[src/rtl/square_calc.sv]
`timescale 1ns/1ps
// -----------------------------------------------------------------------------
// square_calc
// Sequential integer squarer. The square of N is built as the sum of the
// first N odd numbers, 1 + 3 + ... + (2N-1). The root extractor consumes the
// same odd-increment sequence, so this block can produce reference squares
// for a loopback self-check of the sqrt unit.
//
// Ports
//   clk       : system clock, rising-edge active
//   rst_n     : asynchronous active-low reset
//   start_i   : request; sampled only while idle
//   root_i    : unsigned operand, captured on the edge that accepts start_i
//   square_o  : last completed square (2*ROOT_WIDTH bits), registered
//   busy_o    : high while calculating or signalling completion, registered
//   done_o    : one-cycle completion strobe, registered
// -----------------------------------------------------------------------------
module square_calc #(
   parameter int ROOT_WIDTH = 8
) (
   input  logic                      clk,
   input  logic                      rst_n,
   input  logic                      start_i,
   input  logic [ROOT_WIDTH-1:0]     root_i,
   output logic [2*ROOT_WIDTH-1:0]   square_o,
   output logic                      busy_o,
   output logic                      done_o
);

   localparam int SQ_W  = 2 * ROOT_WIDTH;
   // The odd term reaches 2N+1 after the last add, which needs one extra bit.
   localparam int ODD_W = ROOT_WIDTH + 1;

   localparam logic [ODD_W-1:0]      ODD_ONE  = ODD_W'(1);
   localparam logic [ODD_W-1:0]      ODD_TWO  = ODD_W'(2);
   localparam logic [ROOT_WIDTH-1:0] CNT_ZERO = {ROOT_WIDTH{1'b0}};
   localparam logic [ROOT_WIDTH-1:0] CNT_ONE  = ROOT_WIDTH'(1);
   localparam logic [SQ_W-1:0]       SQ_ZERO  = {SQ_W{1'b0}};

   // The fourth code is never entered deliberately; it only recovers to idle.
   typedef enum logic [1:0] {
      ST_IDLE   = 2'b00,
      ST_CALC   = 2'b01,
      ST_DONE   = 2'b10,
      ST_UNUSED = 2'b11
   } state_t;

   state_t                state_q,  state_d;
   logic [SQ_W-1:0]       acc_q,    acc_d;
   logic [ODD_W-1:0]      odd_q,    odd_d;
   logic [ROOT_WIDTH-1:0] count_q,  count_d;
   logic [SQ_W-1:0]       square_q, square_d;
   logic                  busy_q,   busy_d;
   logic                  done_q,   done_d;

   // Next-state and datapath update for the control FSM.
   always_comb begin
      state_d  = state_q;
      acc_d    = acc_q;
      odd_d    = odd_q;
      count_d  = count_q;
      square_d = square_q;
      case (state_q)
         ST_IDLE: begin
            if (start_i) begin
               count_d = root_i;
               acc_d   = SQ_ZERO;
               odd_d   = ODD_ONE;
               state_d = ST_CALC;
            end else begin
               state_d = ST_IDLE;
            end
         end
         ST_CALC: begin
            if (count_q == CNT_ZERO) begin
               // Result is published only here, so square_o stays stable
               // through idle and through the next calculation.
               square_d = acc_q;
               state_d  = ST_DONE;
            end else begin
               acc_d   = acc_q + SQ_W'(odd_q);
               odd_d   = odd_q + ODD_TWO;
               count_d = count_q - CNT_ONE;
               state_d = ST_CALC;
            end
         end
         ST_DONE: begin
            state_d = ST_IDLE;
         end
         default: begin
            state_d = ST_IDLE;
         end
      endcase
      // Status outputs are decoded from the next state so they register
      // in step with the state they describe.
      busy_d = (state_d == ST_CALC) || (state_d == ST_DONE);
      done_d = (state_d == ST_DONE);
   end

   // State, datapath and output registers with asynchronous reset.
   always_ff @(posedge clk or negedge rst_n) begin
      if (!rst_n) begin
         state_q  <= ST_IDLE;
         acc_q    <= SQ_ZERO;
         odd_q    <= ODD_ONE;
         count_q  <= CNT_ZERO;
         square_q <= SQ_ZERO;
         busy_q   <= 1'b0;
         done_q   <= 1'b0;
      end else begin
         state_q  <= state_d;
         acc_q    <= acc_d;
         odd_q    <= odd_d;
         count_q  <= count_d;
         square_q <= square_d;
         busy_q   <= busy_d;
         done_q   <= done_d;
      end
   end

   assign square_o = square_q;
   assign busy_o   = busy_q;
   assign done_o   = done_q;

endmodule

[config.mk]
export PLATFORM = sky130hd
export DESIGN_NAME = square_calc
export DESIGN_NICKNAME = d
export VERILOG_FILES = /design/src/rtl/square_calc.sv
export SDC_FILE = /design/constraint.sdc
export NUM_CORES = 1
export LEC_CHECK = 0
export ABC_AREA = 1
export CAP_MARGIN = 20
export CORE_MARGIN = 3
export CORE_UTILIZATION = 60
export CTS_CLUSTER_DIAMETER = 150
export DETAILED_ROUTE_END_ITERATION = 16
export PLACE_DENSITY_LB_ADDON = 0.05
export SYNTH_ARGS = -nofsm -noshare
export SYNTH_HDL_FRONTEND = slang
export SYNTH_SLANG_ARGS = --single-unit
[constraint.sdc]
create_clock -name clk -period 4.7 [get_ports clk]
set_clock_uncertainty 0.05 [all_clocks]
set_input_delay 0.94 -clock clk [delete_from_list [all_inputs] [get_ports clk]]
set_output_delay 0.94 -clock clk [all_outputs]
set_load 0.02 [all_outputs]
==> impl_metrics.toml <==
[flow_run]
drv_cap = 0

[run_status]
status = "finished, final reports clean"

[global_route]
grt_pass1_vias = 2297
grt_max_degree = 54
track_usage_pct = 21.9
grt_pass1_wl_um = 10400
antenna_found_initial = 0
grt_overflow = 0

[die]
start_util_pct = 63.0
pin_count = 29
num_rows = 25
fp.dieArea_um2 = 5950
die_width_um = 77.1
core_area_um2 = 4820
die_h_um = 77.1

[synth]
netlist.area_leader.share_pct = 42.9
seq_area_frac_synth_pct = 43.7
synthesis.area_um2 = 3040
syn-num-nets = 421
yosys.area.top_type = "dfrtp_1"
ys_ff_latch = 53
syn_inst = 396
syn_avg_cell_area_um2 = 7.67
synth.distinct_cells = 33
ys_warn_count = 0
yosys-top-cells-area = "dfrtp_1 43%, nand2_1 16%, inv_1 6.4%"

[timing]
worst_pin_slew_ps = 772
setup_viol = 0
relSlewSlack_pct = 48.4
rsz0062_at_grt = "false"
finalMaxSlewViolations = 0
whs_ps = 434
fin_crit_ps = 2360
hold_viol = 0
fmax_mhz = 423
min_period_over_period_pct = 50.3
setup_tns_ps = 0

[critical_path]
critPathMaxFanout = 45
required_ps = 4870
crit_type = "input pin to flip-flop"
worstSetupStartpointType = "input pin"
end_kind = "flip-flop"
cp.arrival_ps = 2530

[power]
leakagePower_nw = 1.76
ir_drop_v = 0.000342
power.density_nw_per_um2 = 577
total_power_mw = 1.97

[cts]
clockRootBuffer = "clkbuf_8"
clk-insertion-delay-late_ps = 310
cts.clk_slew.worst_paths_ps = 100
cts.htree.levels = 2
clockBufferDepth = 2
cts_buffers = 5
cts_tree = "yes"
cts-hold-fix-buffers = 0
cts_sinks = 53
post_cts_resized = 0
cts_setup_buffers = 0

[worst_hold_path]
hold_class = "flip-flop to flip-flop"

[finish]
drive_gt1_share_pct = 5.66
final_cells = 491
areaGrowthSynthToFinish_pct = 12.6
nFillCells = 429
final_nets = 448
num_antenna_cells = 0

[route]
dr_total_vias = 2558
wl_per_cell_um = 12.5
firstDrtPassIters = 4
drt-initial-drc-count = 118
drtAntennaViolNets = 0
vias_per_cell = 5.21
drc = 0
routed_wl_um = 6140

[place]
io_buffers = 28
hpwl_um = 4440
gp_congestion = 0.839
dp_cells = 483
-- synthesized netlist by cell type --
cell type	n
a21boi_0	1
a21o_1	1
a21oi_1	12
buf_1	1
buf_2	2
buf_4	1
buf_6	4
clkbuf_1	1
dfrtp_1	52
dfstp_2	1
fa_1	1
ha_1	13
inv_1	52
inv_2	1
mux2i_1	1
nand2_1	127
nand2_2	2
nand2_4	1
nand3_1	28
nand3_2	3
nand4_1	8
nor2_1	27
nor2_4	2
nor3_1	2
o211ai_1	4
o21ai_0	22
o21ai_1	10
o21ai_4	1
o22ai_1	3
o31ai_1	2
or2_2	4
xnor2_1	2
xor2_1	4
-- logic make-up after synthesis --
| logic type | after synthesis | share of synthesized area [%] |
|---|---|---|
| simple gates | 204 | 29.0 |
| buf+inv | 62 | 8.86 |
| compound gates | 56 | 10.4 |
| flops | 53 | 43.7 |
| fa+ha+maj | 14 | 6.02 |
| xor+xnor | 6 | 1.73 |
| mux | 1 | 0.330 |
-- path summary, 6_finish.rpt --
kind | from | to | slack (ps) | cells past startpoint
worst max-delay path | start_i | busy_o | 2340 | 6
worst min-delay path | odd_q[0] | odd_q[0] | 430 | 2
worst max register to register | count_q[0] | busy_o | 2390 | 8
worst min register to register | odd_q[0] | odd_q[0] | 430 | 2
max in group asynchronous | rst_n | acc_q[10] | 3470 | 2
min in group asynchronous | rst_n | square_o[0] | 700 | 2
-- final cells by class --
class	instances	area (µm²)	area share, %
Sequential cell	53	1330	38.8
Clock buffer	6	72.6	2.12
Timing Repair Buffer	29	283	8.27
Tap cell	67	83.8	2.45
Multi-Input combinational cell	281	1440	42.1
Inverter	53	199	5.82
Clock inverter	2	15.0	0.439
-- metal layers --
layer  wire (µm)  track usage [%]
met1        2890             29.4
met2        2870             35.3
met3         269             4.46
met4         102             7.47
met5           0                0
-- worst max-delay path, stage by stage --
cell             delay [ps]
clkdlybuf4s50_1         470
nand2_2                 130
nand2_4                 400
inv_2                   220
ha_1                    330
inv_1                    30
-- cell usage in the layout, fill, tap and decap left out --
cell type        instances
nand3_1                 28
nand2_2                  2
clkbuf_8                 5
inv_1                   52
buf_4                    1
a21o_1                   1
ha_1                    13
xor2_1                   4
xnor2_1                  2
fa_1                     1
dfstp_2                  1
nor3_1                   2
clkdlybuf4s50_1         27
o22ai_1                  3
or2_2                    4
dfrtp_1                 52
nor2_1                  27
a21oi_1                 12
mux2i_1                  1
o21ai_0                 22
nand4_1                  8
nand2_4                  1
buf_2                    1
nand2_1                127
clkbuf_1                 1
o21ai_4                  1
o31ai_1                  2
inv_2                    1
clkinvlp_4               2
nand3_2                  3
a21boi_0                 1
nor2_4                   2
o211ai_1                 4
o21ai_1                 10
-- where the power goes --
group / switching [mW] / internal [mW]
Combinational: 0.620 / 0.381
Clock: 0.148 / 0.105
Sequential: 0.122 / 0.598
-- registers in the layout, summed over array words and instances, names as in the netlist --
register  count
acc_q        16
square_o     16
odd_q         9
count_q       8
state_q       2
busy_o        1
done_o        1
-- through the flow --
step	util (%)	worst slack [ps]	area, µm²
CTS	71.0	2270	3420
detailed placement	69.2	1990	3330
global route	71.0	2150	3420
floorplan	-	2870	3040
finish	71.0	2340	3420
global placement	69.2	2030	3330
Power figures use the tool's default switching activity.
